File: src/rtl/uart_rx_param.sv
// Parametrised UART receiver: synchronised, oversampled serial input sampled at mid-bit,
// start-bit glitch rejection, parity/framing/overrun flags and a valid/ready holding register.
module uart_rx_param #(
  parameter int unsigned CLKS_PER_BIT = 16,
  parameter int unsigned DATA_BITS    = 8,
  parameter int unsigned PARITY       = 0,
  parameter int unsigned STOP_BITS    = 1,
  parameter int unsigned SYNC_STAGES  = 2
) (
  input  logic                 clock,
  input  logic                 reset_n,
  input  logic                 stream,
  output logic [DATA_BITS-1:0] data,
  output logic                 valid,
  input  logic                 ready,
  output logic                 parity_err,
  output logic                 frame_err,
  output logic                 overrun,
  output logic                 busy
);

  localparam int unsigned        IDX_W      = $clog2(DATA_BITS);
  localparam logic [15:0]        HALF_CNT   = 16'(CLKS_PER_BIT / 2 - 1);
  localparam logic [15:0]        FULL_CNT   = 16'(CLKS_PER_BIT - 1);
  localparam logic [IDX_W-1:0]   LAST_IDX   = IDX_W'(DATA_BITS - 1);
  localparam logic               LAST_STOP  = (STOP_BITS == 2);
  localparam logic               ODD_PARITY = (PARITY == 1);

  typedef enum logic [2:0] {
    ST_IDLE,
    ST_START,
    ST_DATA,
    ST_PARITY,
    ST_STOP,
    ST_BREAK
  } state_t;

  state_t                 state;
  state_t                 state_next;
  logic [SYNC_STAGES-1:0] sync_q;
  logic                   rx_s;
  logic [15:0]            baud_cnt;
  logic [IDX_W-1:0]       bit_idx;
  logic                   stop_idx;
  logic [DATA_BITS-1:0]   shift_q;
  logic                   par_q;
  logic                   ferr_acc;
  logic                   at_half;
  logic                   at_full;
  logic                   cnt_clr;
  logic                   frame_start;
  logic                   samp_data;
  logic                   samp_par;
  logic                   samp_stop;
  logic                   frame_done;
  logic                   ferr_final;
  logic                   perr_final;
  logic                   accept;

  always_ff @(posedge clock or negedge reset_n) begin
    if (!reset_n) sync_q <= '1;
    else          sync_q <= {sync_q[SYNC_STAGES-2:0], stream};
  end

  assign rx_s    = sync_q[SYNC_STAGES-1];
  assign at_half = (baud_cnt == HALF_CNT);
  assign at_full = (baud_cnt == FULL_CNT);

  // The final stop sample is folded in combinationally so the frame completes on that cycle.
  assign ferr_final = ferr_acc | ~rx_s;
  assign perr_final = (PARITY != 0) && ((^shift_q ^ par_q) != ODD_PARITY);
  assign frame_done = samp_stop && (stop_idx == LAST_STOP);
  assign accept     = frame_done && (!valid || ready);

  always_ff @(posedge clock or negedge reset_n) begin
    if (!reset_n) state <= ST_IDLE;
    else          state <= state_next;
  end

  always_comb begin
    state_next = state;
    case (state)
      ST_IDLE:   if (!rx_s) state_next = ST_START;
      ST_START:  if (at_half) state_next = rx_s ? ST_IDLE : ST_DATA;
      ST_DATA:   if (at_full && bit_idx == LAST_IDX)
                   state_next = (PARITY != 0) ? ST_PARITY : ST_STOP;
      ST_PARITY: if (at_full) state_next = ST_STOP;
      ST_STOP:   if (frame_done)
                   state_next = (ferr_final && shift_q == '0) ? ST_BREAK : ST_IDLE;
      ST_BREAK:  if (rx_s) state_next = ST_IDLE;
      default:   state_next = ST_IDLE;
    endcase
  end

  always_comb begin
    busy        = 1'b1;
    cnt_clr     = 1'b0;
    frame_start = 1'b0;
    samp_data   = 1'b0;
    samp_par    = 1'b0;
    samp_stop   = 1'b0;
    case (state)
      ST_IDLE: begin
        busy        = 1'b0;
        cnt_clr     = 1'b1;
        frame_start = !rx_s;
      end
      ST_START:  cnt_clr = at_half;
      ST_DATA: begin
        cnt_clr   = at_full;
        samp_data = at_full;
      end
      ST_PARITY: begin
        cnt_clr  = at_full;
        samp_par = at_full;
      end
      ST_STOP: begin
        cnt_clr   = at_full;
        samp_stop = at_full;
      end
      ST_BREAK:  cnt_clr = 1'b1;
      default: begin
        busy    = 1'b0;
        cnt_clr = 1'b1;
      end
    endcase
  end

  always_ff @(posedge clock or negedge reset_n) begin
    if (!reset_n) begin
      baud_cnt <= '0;
      bit_idx  <= '0;
      stop_idx <= 1'b0;
      shift_q  <= '0;
      par_q    <= 1'b0;
      ferr_acc <= 1'b0;
    end else begin
      baud_cnt <= cnt_clr ? '0 : baud_cnt + 16'd1;
      if (frame_start) begin
        bit_idx  <= '0;
        stop_idx <= 1'b0;
        shift_q  <= '0;
        par_q    <= 1'b0;
        ferr_acc <= 1'b0;
      end
      if (samp_data) begin
        shift_q[bit_idx] <= rx_s;
        bit_idx          <= (bit_idx == LAST_IDX) ? '0 : bit_idx + IDX_W'(1);
      end
      if (samp_par) par_q <= rx_s;
      if (samp_stop) begin
        if (!rx_s) ferr_acc <= 1'b1;
        stop_idx <= frame_done ? 1'b0 : ~stop_idx;
      end
    end
  end

  // Holding register: a completed frame is taken only if the slot is free or being emptied now.
  always_ff @(posedge clock or negedge reset_n) begin
    if (!reset_n) begin
      data       <= '0;
      valid      <= 1'b0;
      parity_err <= 1'b0;
      frame_err  <= 1'b0;
      overrun    <= 1'b0;
    end else begin
      overrun <= frame_done && !accept;
      if (accept) begin
        data       <= shift_q;
        parity_err <= perr_final;
        frame_err  <= ferr_final;
        valid      <= 1'b1;
      end else if (valid && ready) begin
        valid      <= 1'b0;
        parity_err <= 1'b0;
        frame_err  <= 1'b0;
      end
    end
  end

endmodule

File: config.mk
export PLATFORM = sky130hd
export DESIGN_NAME = uart_rx_param
export DESIGN_NICKNAME = d
export VERILOG_FILES = /design/src/rtl/uart_rx_param.sv
export SDC_FILE = /design/constraint.sdc
export NUM_CORES = 1
export LEC_CHECK = 0
export CAP_MARGIN = 0
export CORE_ASPECT_RATIO = 1.75
export CORE_UTILIZATION = 40
export DETAILED_ROUTE_END_ITERATION = 7
export HOLD_SLACK_MARGIN = 0.05
export PLACE_DENSITY_LB_ADDON = 0.1
export SKIP_CTS_REPAIR_TIMING = 1
export SKIP_LAST_GASP = 1
export SLEW_MARGIN = 0
export SYNTH_ARGS = -nofsm -noshare
export SYNTH_HDL_FRONTEND = slang
export SYNTH_SLANG_ARGS = --single-unit
File: constraint.sdc
create_clock -name clock -period 3.3 [get_ports clock]
set_clock_uncertainty 0.1 [all_clocks]
set_input_delay 0.495 -clock clock [delete_from_list [all_inputs] [get_ports clock]]
set_output_delay 0.495 -clock clock [all_outputs]
set_load 0.03 [all_outputs]
# --- Yosys cells after proc, flatten, opt, wreduce, memory -nomap -nowiden ---
# Index checks and enable logic that the tools add are counted.
word_totals:
  wordCells: 85
  out_inout_bits: 13
  inputBits: 4
  regBits: 46
op_classes:
  n_eq_ne: 14
  reduce_logical: 19
  add_sub_neg: 2
  n_mux: 33
  magnitude_cmp: 2
  bitwise: 3
op_table:
  columns: ["op", "count"]
  rows:
  - ["3-bit 2-to-1 mux", 10]
  - ["3-bit case mux with 6 select lines", 1]
  - ["16-bit by 1-bit adder with 16-bit output (second input constant)", 1]
  - ["16-bit by 3-bit equality test with 1-bit output (second input constant)", 1]
  - ["16-bit by 4-bit equality test with 1-bit output (second input constant)", 1]
  - ["16-bit 2-to-1 mux", 1]
  - ["8-bit 2-to-1 mux", 2]
  - ["1-bit 2-to-1 mux", 15]
  - ["2-bit != test (second input constant)", 6]
  - ["3-bit equality test (second input constant)", 3]
  - ["8-bit bitwise mux", 1]
  - ["8-bit logical NOT", 1]
  - ["1-bit logical AND", 7]
  - ["3-bit by 2-bit equality test with 1-bit output (second input constant)", 2]
  - ["6-bit AND reduction", 1]
  - ["2-bit nonzero test", 3]
  - ["5-bit OR reduction", 1]
  - ["3-bit by 4-bit < comparator with 1-bit output (second input constant)", 1]
  - ["3-bit by 1-bit adder with 3-bit output (second input constant)", 1]
  - ["1-bit demux with 3-bit select", 1]
  - ["3-bit by 1-bit equality test with 1-bit output (second input constant)", 1]
  - ["3-bit by 1-bit >= comparator with 1-bit output (second input constant)", 1]
  - ["1-bit logical NOT", 3]
  - ["3-bit logical NOT", 1]
  - ["6 further kinds", 7]

# --- Logic depth before layout (Yosys ltp) ---
logic_depth:
  word_depth: 6
  depth_mapped: 9
  ltp_nobuf: 6

# --- Worst setup path before layout ---
# Ideal clock, no wire load.
synth_path:
  path_kind: "reg-to-reg"
  start: "reg baud_cnt[0]"
  end: "reg state[1]"
  path_stages_with_launch: 8
  required_ps: 3075
  arrival_ps: 1881
  setup_ps: 125
  n_path_buf: 1
  period_less_slack_ps: 2105
  slack_ps: 1195
  path_cell_list: "dfrtp_1 ha_1 and3_1 clkbuf_2 nand4_4 a311oi_2 and4_1 mux2_2"
synth_via:
  elab_chain_cells: 5
  elab_cells_between_ends: 10
  cone_classes: "eq/ne: 6; mux: 1; reduce/logical: 3"
synth_lines:
  columns: ["item", "line_no", "source"]
  rows:
  - ["start: declaration", "42", "logic [15:0] baud_cnt;"]
  - ["start signal: assignment", "138", "baud_cnt <= cnt_clr ? '0 : baud_cnt + 16'd1;"]
  - ["16-bit by 4-bit equality test with 1-bit output", "67", "assign at_full = (baud_cnt == FULL_CNT);"]
  - ["1-bit 2-to-1 mux", "102", "case (state)"]
  - ["1-bit logical AND", "72", "assign frame_done = samp_stop && (stop_idx == LAST_STOP);"]
  - ["2-bit != test (no source line)", null, null]
  - ["6-bit AND reduction (no source line) *", null, null]
  - ["end signal: assignment", "77", "else state <= state_next;"]
  - ["end: declaration", "38", "state_t state;"]
# Every way passes the cells marked *; elsewhere a longest branch is shown, timed or not.
# A chain may end at the register's enable or synchronous reset.

# --- Final worst setup path ---
layout_path:
  start: "reg state[2]"
  end: "out busy"
layout_via:
  elab_chain_cells: 3
  elab_cells_between_ends: 7
  cone_classes: "eq/ne: 5; mux: 1; reduce/logical: 1"
layout_lines:
  columns: ["item", "line_no", "source"]
  rows:
  - ["3-bit equality test, or another cell as far along", "102", null]
  - ["5-bit OR reduction (no source line) *", null, null]
  - ["1-bit 2-to-1 mux *", "102", null]
  - ["end: declaration", "19", "output logic busy"]
# Marks and branches as above.

==> run summary <==
Netlist Area Pre-Place = 0.00224 mm2
Post-DP HPWL = 2.96 mm
Fin. Hold Viols = 0
DR pass1 iterations = 4
DRC Markers = 0
Die height = 101 um
CTS buffer count = 5
Drt wl/cell = 13.5 um
Most frequent cell after synthesis = dfrtp_1
CP Data Required Time = 2.70 ns
Area grow syn2layout = 13.9%
Vias in the first global route = 1,540
Worst-Margin Slew = 0.992 ns
#FFs+latches synth = 45
Design Area, Final = 0.00255 mm2
Initial DRC count = 34
Post-route minimum period = 2.33 ns
FMAX = 429 MHz
First-pass GRT wire length = 7.06 mm
Pin count of the biggest net entering global routing = 46
Die ar. = 0.00591 mm2
Ranking of synthesized cells by area = dfrtp_1 48%, mux2_2 5.0%, nand2_1 5.0%, nor2_1 4.7%, xnor2_1 3.9%
Core area = 0.00534 mm2
Inserted Diodes = 0
Reg-to-reg startpoint = baud_cnt[0]
P_leak = 1.14 nW
Warnings from Yosys = 0
Die X = 58.6 um
CTS sink cnt = 45
CP Class = reg2out
Post-synth EDFFs = 0
Unique masters post-synth = 38
CP delay by family, top = buffers and inverters
CP Cell Sequence = nor3_1, a21oi_1, clkdlybuf4s50_1
Gr usage total = 15.8%
Worst setup EP type = output port
Post-route ant nets = 0
GRT overflow = 0
Final setup viols = 0
Synth top cells by count = 43 x dfrtp_1, 30 x nand2_1, 28 x nor2_1, 11 x nand3_1
CP arrival = 1.74 ns
Total nets after synthesis = 223
Run status = finished, final reports clean
FF-to-FF setup slack = 0.97 ns
Max-slew violation count = 0
CP max FO = 13
Layout cells sized above 1 = 12.6%
Power Density = 530 mW/mm2
Initial core utilization = 41.9%
Crit Reg-Reg Endpoint = state[1]
Routed vias/inst = 4.98
Buffers on Ports = 15
Cell Rows = 35
Synthesized area per cell = 10.4 um2
Yosys top cell by area = dfrtp_1
Clk slew on worst S/H paths = 0.09 ns
Tcrit/Tclk final = 70.7%
Ys flop type = dfrtp_1
Worst vdd rail ir drop = 0.000305 V
Initial antenna violation count = 0
Max-Cap Viols = 0
Register area share after synthesis = 50.4%
Depth of the most critical reg-to-reg path = 6
Crit path buf inv count = 1
Routed via count = 1,515
Placer Congestion = 0.806
Final #Nets = 236
Slowest-stage cell, CP = clkdlybuf4s50_1
Top-area cell type share of the netlist area = 48.1%
CTS tree = built
Worst skew pair latency = 0.31 ns
Max_slew headroom = 33.8%
Syn Inst Count = 216
CTS HTree Levels = 2
Setup TNS = 0 ns
CP max stage delay = 0.68 ns
Placed inst area = 0.00243 mm2
Hold Crit Class = in2async
Startpoint types = register
Post-synth ARST share = 100%
Power consumption = 1.35 mW
Io pins = 17
Clk root buf = clkbuf_8
Clk buf depth = 2
Routed WL = 4.12 mm
FILL cells = 541
RSZ-0062 raised after global routing = false
-- worst reg2reg max path: cells and delay by family, from the launching register on --
kind	cells	cell delay [ns]
and+or+nand+nor	3	0.85
muxes	1	0.33
adders and majority gates	1	0.22
AOI/OAI and AO/OA	1	0.33
DFF	1	0.38
-- state kept, by name, indices dropped and copies added, names as in the netlist, 2 cells and up --
signal	flops
baud_cnt	16
data	8
shift_q	8
bit_idx	3
state	3
sync_q	2
-- area by class of cell --
class	instances	area [um2]	share of cell area, %
Clock buffer	5	68.8	2.70
Tap cell	74	92.6	3.63
Clock inverter	3	46.3	1.82
Multi-Input combinational cell	158	1050	41.3
Sequential cell	45	1130	44.3
Inverter	4	15.0	0.589
Timing Repair Buffer	15	145	5.69
-- where the power goes --
part           internal [mW]  switching [mW]  leakage, nW
Sequential             0.583          0.0513        0.616
Combinational          0.119           0.180        0.470
Clock                  0.227           0.192       0.0543
-- routing by layer --
metal / wire (um) / part of all wire, % / track usage, % / vias up
li1: - / - / - / 760
met1: 1720 / 42 / 16.7 / 734
met2: 2240 / 54 / 29.3 / 15
met3: 74 / 1.8 / 2.70 / 6
met4: 82 / 2.0 / 7.51 / 0
met5: 0 / 0 / 0 / -
-- stage by stage --
stage	setup WS, ns	util, %	instances	hold slack, ns
finish	0.966	47.7	304	0.243
global placement	0.977	45.6	296	0.245
floorplan	1.19	-	216	0.0994
global route	0.819	47.7	304	0.269
detailed placement	0.943	45.6	296	0.248
CTS	0.934	47.7	304	0.260
-- kinds of logic (layout without fill, tap and decap cells) --
logic type	after synthesis	count (layout)	synth area share, %
AO/OA/AOI/OAI	15	15	4.47
XOR/XNOR	14	14	5.48
adder cells (fa/ha/maj)	3	3	1.68
buffers and inverters	13	27	2.57
flip-flops	45	45	50.4
multiplexers	18	18	8.61
other	1	1	0.168
AND/OR/NAND/NOR	107	107	26.6
-- worst max-delay path by stage --
stage / start / endpoint / cells past startpoint
after floorplan: baud_cnt[0] / state[1] / 7
after global placement: ready / data[0] / 4
after detailed placement: baud_cnt[0] / data[7] / 5
after CTS: baud_cnt[0] / data[7] / 5
after global routing: baud_cnt[0] / state[2] / 6
final: state[2] / busy / 3
-- cells in the final DEF, fill, tap and decap left out, types with 4 or more instances in the layout --
cell / Yosys / final
dfrtp_1: 43 / 43
nor3_1: 5 / 5
xor2_1: 4 / 4
mux2_2: 10 / 10
nand2_1: 30 / 30
nand3_1: 11 / 11
mux2i_1: 8 / 8
nor2b_1: 4 / 4
xnor2_1: 10 / 10
nor4_1: 5 / 5
and3_1: 4 / 4
o21ai_0: 7 / 7
clkdlybuf4s50_1: 0 / 14
inv_1: 4 / 4
clkbuf_8: 0 / 5
nor2_1: 28 / 28
No activity file was read; power rests on OpenSTA's default activity.
